$ cat config.mk
export PLATFORM = sky130hd
export DESIGN_NAME = result_writeback
export DESIGN_NICKNAME = d
export VERILOG_FILES = /design/src/rtl/systolic_pkg.sv /design/src/rtl/wb_lane.sv /design/src/rtl/result_writeback.sv
export SDC_FILE = /design/constraint.sdc
export NUM_CORES = 1
export LEC_CHECK = 0
export BUFFER_PORTS_ARGS = -buffer_cell sky130_fd_sc_hd__buf_2
export CAP_MARGIN = 30
export CORE_ASPECT_RATIO = 0.6
export CORE_UTILIZATION = 52
export CTS_BUF_LIST = sky130_fd_sc_hd__clkbuf_4 sky130_fd_sc_hd__clkbuf_8
export CTS_CLUSTER_SIZE = 14
export DETAILED_ROUTE_END_ITERATION = 8
export PLACE_DENSITY_LB_ADDON = 0.08
export SYNTH_ARGS = -nofsm -noshare
export SYNTH_HDL_FRONTEND = slang
export SYNTH_SLANG_ARGS = --single-unit
$ cat constraint.sdc
create_clock -name clk -period 3.3 [get_ports clk]
set_clock_uncertainty 0.05 [all_clocks]
set_input_delay 0 -clock clk [delete_from_list [all_inputs] [get_ports clk]]
set_output_delay 0 -clock clk [all_outputs]
set_load 0.02 [all_outputs]
$ cat src/rtl/systolic_pkg.sv
// Shared types and helpers for the systolic-array result writeback path.
//   lane_state_e : per-lane fill state (idle, filling, full)
//   bank_depth   : entries per result bank for an M x M matrix over N1 banks
//   bank_aw      : address width for one bank (at least 1 bit)
//   sat_narrow   : clamp a sign-extended value to the signed range of w_out bits
package systolic_pkg;

    typedef enum logic [1:0] {
        StIdle,
        StFill,
        StFull
    } lane_state_e;

    function automatic int unsigned bank_depth(input int unsigned m, input int unsigned n1);
        return (m * m) / n1;
    endfunction

    function automatic int unsigned bank_aw(input int unsigned m, input int unsigned n1);
        int unsigned depth;
        depth = bank_depth(m, n1);
        return (depth > 1) ? $clog2(depth) : 1;
    endfunction

    // Caller sign-extends its input to longint and keeps the low w_out bits of the result.
    function automatic longint sat_narrow(input longint x, input int unsigned w_out);
        longint hi;
        longint lo;
        hi = (longint'(1) <<< (w_out - 1)) - 1;
        lo = -hi - 1;
        if (x > hi) begin
            return hi;
        end
        if (x < lo) begin
            return lo;
        end
        return x;
    endfunction

endpackage

$ cat src/rtl/wb_lane.sv
// One writeback lane: owns the fill FSM, the linear address counter, the output register
// and the narrowing of the accumulator value for one result bank.
// Narrowing: saturating when RESULT_SAT_EN is defined, plain truncation otherwise.
// Ports:
//   clk, rst        clock, asynchronous active-high reset
//   start_i         arm / re-arm pulse (wins over any coincident valid_i)
//   valid_i, d_i    incoming result and its qualifier
//   wr_en_o         registered bank write enable
//   wr_addr_o       registered bank write address
//   wr_data_o       registered, narrowed bank write data
//   fill_o          lane is armed and not yet full
//   full_o          lane has written its last entry
//   last_o          final accept happens this cycle (combinational)
//   ovr_o           valid_i arrived while unarmed or full (combinational)
module wb_lane
    import systolic_pkg::*;
#(
    parameter int unsigned D_W_ACC = 16,
    parameter int unsigned D_W_OUT = 16,
    parameter int unsigned DEPTH   = 16,
    parameter int unsigned AW      = 4
) (
    input  logic               clk,
    input  logic               rst,
    input  logic               start_i,
    input  logic               valid_i,
    input  logic [D_W_ACC-1:0] d_i,
    output logic               wr_en_o,
    output logic [AW-1:0]      wr_addr_o,
    output logic [D_W_OUT-1:0] wr_data_o,
    output logic               fill_o,
    output logic               full_o,
    output logic               last_o,
    output logic               ovr_o
);

    localparam logic [AW-1:0] LastCnt = AW'(DEPTH - 1);

    lane_state_e        state_q, state_d;
    logic [AW-1:0]      cnt_q, cnt_d;
    logic               wr_en_q;
    logic [AW-1:0]      wr_addr_q;
    logic [D_W_OUT-1:0] wr_data_q;
    logic [D_W_OUT-1:0] narrow_d;
    logic               accept;

`ifdef RESULT_SAT_EN
    always_comb begin
        narrow_d = D_W_OUT'(sat_narrow(longint'($signed(d_i)), D_W_OUT));
    end
`else
    logic unused_d_hi;
    assign narrow_d    = d_i[D_W_OUT-1:0];
    assign unused_d_hi = ^d_i;
`endif

    always_comb begin
        state_d = state_q;
        cnt_d   = cnt_q;
        accept  = 1'b0;
        last_o  = 1'b0;
        ovr_o   = 1'b0;
        if (start_i) begin
            // Start re-arms and silently drops a coincident result.
            state_d = StFill;
            cnt_d   = '0;
        end else if (valid_i) begin
            if (state_q == StFill) begin
                accept = 1'b1;
                if (cnt_q == LastCnt) begin
                    cnt_d   = '0;
                    state_d = StFull;
                    last_o  = 1'b1;
                end else begin
                    cnt_d = cnt_q + 1'b1;
                end
            end else begin
                ovr_o = 1'b1;
            end
        end
    end

    always_ff @(posedge clk or posedge rst) begin
        if (rst) begin
            state_q   <= StIdle;
            cnt_q     <= '0;
            wr_en_q   <= 1'b0;
            wr_addr_q <= '0;
            wr_data_q <= '0;
        end else begin
            state_q <= state_d;
            cnt_q   <= cnt_d;
            wr_en_q <= accept;
            if (accept) begin
                wr_addr_q <= cnt_q;
                wr_data_q <= narrow_d;
            end
        end
    end

    assign wr_en_o   = wr_en_q;
    assign wr_addr_o = wr_addr_q;
    assign wr_data_o = wr_data_q;
    assign fill_o    = (state_q == StFill);
    assign full_o    = (state_q == StFull);

endmodule

$ cat src/rtl/result_writeback.sv
// Writes per-row systolic-array results into N1 banked result memories (bank i holds matrix
// rows r with r % N1 == i). Lanes run independently, so any row-to-row skew is tolerated.
// Optional feature: define RESULT_SAT_EN for saturating narrowing (default truncates).
// Ports:
//   clk, rst   clock, asynchronous active-high reset
//   start      1-cycle pulse: clear counters/flags and arm for a new matrix
//   D, valid_D per-row result values and qualifiers
//   wr_en      bank write enables        wr_addr  bank write addresses
//   wr_data    narrowed bank write data
//   busy       armed and not all banks full
//   done       1-cycle pulse with the final bank write of a completed matrix
//   overrun    sticky: a result arrived on a full or unarmed lane
module result_writeback
    import systolic_pkg::*;
#(
    parameter int unsigned D_W_ACC = 16,
    parameter int unsigned D_W_OUT = 16,
    parameter int unsigned N1      = 4,
    parameter int unsigned N2      = 4,
    parameter int unsigned M       = 8,
    localparam int unsigned AW     = bank_aw(M, N1)
) (
    input  logic                          clk,
    input  logic                          rst,
    input  logic                          start,
    input  logic [N1-1:0][D_W_ACC-1:0]    D,
    input  logic [N1-1:0]                 valid_D,
    output logic [N1-1:0]                 wr_en,
    output logic [N1-1:0][AW-1:0]         wr_addr,
    output logic [N1-1:0][D_W_OUT-1:0]    wr_data,
    output logic                          busy,
    output logic                          done,
    output logic                          overrun
);

    localparam int unsigned Depth = bank_depth(M, N1);

    if ((M % N1) != 0 || (M % N2) != 0 || D_W_OUT > D_W_ACC) begin : g_bad_cfg
        $error("result_writeback: unsupported parameter combination");
    end

    logic [N1-1:0] fill;
    logic [N1-1:0] full;
    logic [N1-1:0] last;
    logic [N1-1:0] ovr;
    logic          done_q, done_d;
    logic          overrun_q, overrun_d;

    for (genvar i = 0; i < N1; i++) begin : g_lane
        wb_lane #(
            .D_W_ACC (D_W_ACC),
            .D_W_OUT (D_W_OUT),
            .DEPTH   (Depth),
            .AW      (AW)
        ) u_lane (
            .clk       (clk),
            .rst       (rst),
            .start_i   (start),
            .valid_i   (valid_D[i]),
            .d_i       (D[i]),
            .wr_en_o   (wr_en[i]),
            .wr_addr_o (wr_addr[i]),
            .wr_data_o (wr_data[i]),
            .fill_o    (fill[i]),
            .full_o    (full[i]),
            .last_o    (last[i]),
            .ovr_o     (ovr[i])
        );
    end

    always_comb begin
        // Done only when this cycle's final accept(s) complete the last outstanding lanes;
        // a coincident start aborts the run and suppresses done.
        done_d    = !start && (&(full | last)) && (|last);
        overrun_d = start ? 1'b0 : (overrun_q | (|ovr));
    end

    always_ff @(posedge clk or posedge rst) begin
        if (rst) begin
            done_q    <= 1'b0;
            overrun_q <= 1'b0;
        end else begin
            done_q    <= done_d;
            overrun_q <= overrun_d;
        end
    end

    assign busy    = |fill;
    assign done    = done_q;
    assign overrun = overrun_q;

endmodule

Word level (Yosys, flattened, before mapping). Index checks and enable logic that the tools add are counted.

Add/subtract/negate cells: 4. Equality and inequality tests: 12. Multiplexer cells: 73. Bitwise operators: 2. Reductions and logical operators: 27.

Operators with widths (number): $mux W4 (16); $mux W1 (41); $mux W2 (16); $reduce_bool A2 Y1 (12); $add A4 B1 Y4 const B (4); $eq A4 B4 Y1 const B (4); $reduce_and A3 Y1 (4); $reduce_or A4 Y1 (3); $eq A2 B1 Y1 const B (4); $eq A2 B2 Y1 const B (4); $reduce_and A2 Y1 (4); $or A4 B4 Y4 (1); $reduce_and A4 Y1 (1); $logic_and A1 B1 Y1 (2); $logic_not A1 Y1 (1); $or A1 B1 Y1 (1).

Register bits after elaboration: 110. Input port bits: 71. Output and inout port bits: 87.

Depth between registers and ports, before layout.
Depth in word-level cells: 9. Mapped depth: 5. Gate-level depth less buffers: 5.

Modules after synthesis. From an unflattened synthesis, not the netlist that was laid out.

Cell total of the unflattened synthesis: 320. Area total of the unflattened synthesis: 4606.9 µm².

By module, submodules not included: wb_lane (times used 4, cells an instance 77, area an instance 1124.8 µm², seq. area each 675.6 µm²); result_writeback (times used 1, cells an instance 12, area an instance 107.6 µm², seq. area each 50.0 µm²).

Least setup slack after synthesis. OpenSTA, ideal clock, no wires.

Path type: reg2reg. Start point: reg g_lane[0].u_lane.state_q[1]. End point: reg g_lane[0].u_lane.wr_data_q[10]. Setup time: 0.125 ns. Arrival: 1.341 ns. Required time: 3.125 ns. Setup slack: 1.784 ns. Stages on the path, launching flop included: 6. Cells stage by stage: dfrtp_1 and3b_1 buf_6 nor2b_4 buf_6 mux2_4.

Longest elaborated chain between the ends: 4.

Ends and longest elaborated chain: start: declaration (line wb_lane.sv:39) `lane_state_e state_q, state_d;`; start signal: assignment (line wb_lane.sv:85) `state_q <= StIdle;`; start signal: assignment (line wb_lane.sv:91) `state_q <= state_d;`; $eq A2 B1 Y1 (line wb_lane.sv:68) `if (state_q == StFill) begin`; $mux W1 (line wb_lane.sv:68); $mux W1 (line wb_lane.sv:67) `end else if (valid_i) begin`; $mux W1 (line wb_lane.sv:63) `if (start_i) begin`; end signal: assignment (line wb_lane.sv:96) `wr_data_q <= narrow_d;`; end: declaration (line wb_lane.sv:43) `logic [D_W_OUT-1:0] wr_data_q;`.

Every way passes these cells. A chain may end at the register's enable or synchronous reset.

Worst setup path in the final report.
Start point: reg g_lane[3].u_lane.state_q[1]. End point: reg g_lane[3].u_lane.wr_addr_q[3].

Longest elaborated chain between the ends: 4.

Ends and longest elaborated chain: start: declaration (line wb_lane.sv:39); start signal: assignment (line wb_lane.sv:85); start signal: assignment (line wb_lane.sv:91); $eq A2 B1 Y1 (line wb_lane.sv:68); $mux W1 (line wb_lane.sv:68); $mux W1 (line wb_lane.sv:67); $mux W1 (line wb_lane.sv:63); end signal: assignment (line wb_lane.sv:95) `wr_addr_q <= cnt_q;`; end: declaration (line wb_lane.sv:42) `logic [AW-1:0] wr_addr_q;`.

Every way passes these cells.

==> reports/qor_table.md <==
| Step | Quantity | Reported |
|---|---|---|
| run status | Status | completed |
| placed design | Detailed placer's ending HPWL | 6450 µm |
| timing | Tightest Pin Transition | 1.06 ns |
| logic synthesis | Count of yosys warnings during synthesis | 0 |
| run | Maximum Capacitance Violations | 0 |
| cells and area | Ratio of cells with drive above 1 in the final layout | 48.8% |
| critical path | List of cells traversed by the critical path | and3b_1 -> nor2b_4 -> mux2_2 |
| cts | H-tree levels | 3 |
| power | Worst vdd ir | 0.322 mV |
| cts | Clock buffers created by TritonCTS | 9 |
| cells and area | Fill cells | 570 |
| power | PnR Total Power | 3.25 mW |
| global routing | Via count of the first global-routing pass | 3111 |
| logic synthesis | Unique cell type count in the Yosys netlist | 37 |
| critical path | Worst r2r path cells | 3 |
| critical path | Crit path largest cell delay | 0.75 ns |
| global routing | Wire length of the first global-routing pass | 15500 µm |
| critical path | Register-to-Register Setup Slack | 1.20 ns |
| critical path | Arrival time of data at the critical path endpoint | 2.31 ns |
| drt | Met2 wire len | 4800 µm |
| cts | Clock root buffer | sky130_fd_sc_hd__clkbuf_8 |
| logic synthesis | Number of synthesized flops with an enable pin | 0 |
| timing | Final hold violation count | 0 |
| drt | Routed WL | 10300 µm |
| timing | Minimum clock period after layout | 2.10 ns |
| logic synthesis | Gate count after technology mapping | 316 |
| cts | Worst-Skew Late Latency | 0.37 ns |
| drt | Via-to-Cell Ratio | 4.99 |
| placed design | Count of port buffers added during placement | 157 |
| logic synthesis | Avg Inst Size Synth | 14.6 µm² |
| drt | Detailed router's first-iteration violation count | 108 |
| critical path | Standard cell with the maximum stage delay on the critical path | sky130_fd_sc_hd__nor2b_4 |
| timing | Final worst path period share | 63.6% |
| logic synthesis | Sequential-to-total area share from yosys stat | 59.7% |
| cts | CTS hold repair buffers | 69 |
| critical path | FF-to-FF Start | g_lane[3].u_lane.state_q[1]$_DFFE_PP0P_ |
| critical path | Crit. End Element | register |
| logic synthesis | Flops & latches, synth | 110 |
| die | Initial cell density of the core | 53.9% |
| critical path | Type of the setup path with the least slack | register to register |
| die | Die Wd | 124 µm |
| drt | Vias | 3277 |
| critical path | Startpoint types | register |
| critical path | Crit Path Max Fanout | 21 |
| global routing | Total track usage | 22.7% |
| cells and area | Signed area change from the synthesized netlist to the final layout | 38.4% |
| critical path | End point of the critical path | g_lane[3].u_lane.wr_addr_o[3]$_DFFE_PP0P_ |
| timing | Fin Setup TNS | 0 ns |
| hold path | Min-delay worst type | input port to register |
| cts | Deepest clock path buffer count | 2 |
| cts | Clk slew on worst S/H paths | 0.09 ns |
| logic synthesis | Primary flip-flop cell chosen by synthesis mapping | sky130_fd_sc_hd__dfrtp_1 |
| timing | Relative max-transition margin | 29.5% |
| global routing | Antenna violations before repair | 0 |
| drt | Uppermost layer routed | met4 |
| cts | Post-CTS setup buffer count | 0 |
| placed design | GPL Wtd Cong | 0.806 |
| die | Die area | 9260 µm² |
| critical path | Launch point of the critical path | g_lane[3].u_lane.state_q[1]$_DFFE_PP0P_ |
| timing | Maximum clock frequency | 476 MHz |
| drt | Post-route antenna net violation count | 0 |
| timing | RSZ-0062 raised after global routing | false |
| drt | Remaining design rule violation count | 0 |
| drt | Met3 wirelength from detailed routing | 602 µm |
| power | Pwr/cell area | 509 nW/µm² |
| global routing | Maximum number of pins on one net before global-route repair | 43 |
| drt | Pre-Repair DR Iteration Count | 6 |
| drt | Detailed-routing wirelength on met1 | 4740 µm |
| critical path | Bufs and invs on worst path | 0 |
| die | Die Span Y | 74.9 µm |
| die | Top Ports | 158 |
| critical path | Crit. path cell count | 3 |
| logic synthesis | Cell area after synthesis | 4610 µm² |
| drt | Per-cell routed wire length | 15.7 µm |
| logic synthesis | Post-synth ARST share | 100% |
| cts | Quantity of gates resized following cts | 0 |
| critical path | Critical Path RT | 3.51 ns |
| cts | TritonCTS clock tree | done |
| cts | Clock sink count | 110 |
| timing | Setup violations, final | 0 |
| timing | Final-report max-slew violation count | 0 |
| die | Core box area | 8560 µm² |
| critical path | Destination of the worst register-to-register timing path | g_lane[3].u_lane.wr_addr_o[3]$_DFFE_PP0P_ |
| logic synthesis | Post-Syn Nets | 391 |
| timing | Worst hold margin | 0.0684 ns |
| cells and area | Number of nets in the layout | 615 |
| global routing | Congestion Overflow GR | 0 |
| critical path | Cell type group with the largest total delay on the critical path | simple AND/OR/NAND/NOR gates |
| power | Leakage power of the design | 3.18 nW |
| cells and area | Antenna diode count | 0 |
| die | Total number of placement rows | 26 |
synthesized netlist by cell type, drive strengths merged, types with 2 or more instances:
library cell  number  area share (%)
buf               15             2.8
nor2b              3            0.73
or3                5            0.68
nand4              3            0.41
clkbuf             2            0.16
nand3b             2            0.87
a21oi             15             1.6
xor2               3            0.57
mux2              80              23
and3b              3            0.57
nand2             13             1.1
mux2i              3            0.65
o21ai              5            0.54
inv                5            0.41
xnor2              3            0.57
nand3              3            0.33
nand2b             5            0.68
nor2              22             1.8
ha                 4             1.1
dfrtp            110              60
worst reg2reg max path: cells and delay by family, from the launching register on:
family | cells | cell delay [ns]
and+or+nand+nor | 2 | 1.10
muxes | 1 | 0.43
DFF | 1 | 0.41
state kept, by name (all words and copies together) (netlist names):
signal                   cells
g_lane.u_lane.wr_data_o     64
g_lane.u_lane.wr_addr_o     16
done                         1
overrun                      1
g_lane.u_lane.state_q        8
g_lane.u_lane.cnt_q         16
g_lane.u_lane.wr_en_o        4
how the worst min path moves through the flow:
stage | depth (start not counted) | end | start
after floorplan | 1 | g_lane[0].u_lane.wr_data_o[10]$_DFFE_PP0P_ | D[10]
after global placement | 2 | g_lane[3].u_lane.wr_data_o[5]$_DFFE_PP0P_ | D[53]
after detailed placement | 2 | g_lane[0].u_lane.wr_data_o[15]$_DFFE_PP0P_ | rst
after CTS | 4 | g_lane[3].u_lane.state_q[1]$_DFFE_PP0P_ | valid_D[3]
after global routing | 4 | g_lane[3].u_lane.state_q[1]$_DFFE_PP0P_ | valid_D[3]
final | 4 | g_lane[3].u_lane.state_q[1]$_DFFE_PP0P_ | valid_D[3]
cells in the final DEF (no fill, tap or decap), types with 2 or more instances in the layout:
cell type / count
sky130_fd_sc_hd__mux2_2: 42
sky130_fd_sc_hd__xor2_1: 3
sky130_fd_sc_hd__buf_4: 3
sky130_fd_sc_hd__dfrtp_1: 110
sky130_fd_sc_hd__nand4_1: 3
sky130_fd_sc_hd__ha_1: 4
sky130_fd_sc_hd__clkbuf_8: 9
sky130_fd_sc_hd__buf_2: 157
sky130_fd_sc_hd__nor2b_4: 2
sky130_fd_sc_hd__a21oi_1: 15
sky130_fd_sc_hd__nor2_2: 3
sky130_fd_sc_hd__and3b_1: 3
sky130_fd_sc_hd__mux2i_1: 3
sky130_fd_sc_hd__nand3b_4: 2
sky130_fd_sc_hd__bufinv_16: 3
sky130_fd_sc_hd__o21ai_0: 5
sky130_fd_sc_hd__mux2_4: 38
sky130_fd_sc_hd__nor2_1: 19
sky130_fd_sc_hd__xnor2_1: 3
sky130_fd_sc_hd__nand2b_1: 5
sky130_fd_sc_hd__dlygate4sd3_1: 69
sky130_fd_sc_hd__clkbuf_4: 3
sky130_fd_sc_hd__nand2_1: 13
sky130_fd_sc_hd__nand3_1: 3
sky130_fd_sc_hd__inv_1: 4
sky130_fd_sc_hd__or3_1: 5
metrics by stage:
stage / util [%] / instances / cell area [µm²] / worst slack [ns]
4_1_cts: 74.6 / 657 / 6380 / 1.19
5_1_grt: 74.6 / 657 / 6380 / 1.10
3_5_place_dp: 63.7 / 572 / 5450 / 1.20
6_report: 74.6 / 657 / 6380 / 1.20
2_1_floorplan: - / 316 / 4610 / 0.348
3_3_place_gp: 63.5 / 571 / 5430 / 1.30
cell type report:
cell class	instances	area (µm²)	share of cell area [%]
flip-flops and latches	110	2750	43.1
multi-input cells	184	1710	26.7
repair buffers	230	1520	23.8
clock buffers	12	146	2.29
well taps	112	140	2.20
clock inverters	4	95.1	1.49
inverters	5	21.3	0.333
where the power goes:
part	total (mW)	internal [mW]	leakage, nW	switching [mW]
Sequential	1.58	1.49	1.36	0.0851
Clock	0.957	0.529	0.125	0.428
Combinational	0.714	0.345	1.70	0.369
logic make-up (layout without fill, tap and decap cells):
kind of cell | Yosys count | in the layout | share of synthesized area [%]
xor gates and xnor gates | 6 | 6 | 1.14
muxes | 83 | 83 | 23.3
AOI/OAI and AO/OA | 27 | 27 | 3.50
and+or+nand+nor | 64 | 64 | 7.90
DFF | 110 | 110 | 59.7
adders and majority gates | 4 | 4 | 1.09
buffers and inverters | 22 | 251 | 3.39
metal layers:
layer / up-vias / track usage (%)
met5: - / 0
met3: 15 / 5.68
met2: 108 / 36.6
li1: 1544 / -
met4: 0 / 8.70
met1: 1610 / 30.2
Note: power is estimated with default switching activity, not from simulation.
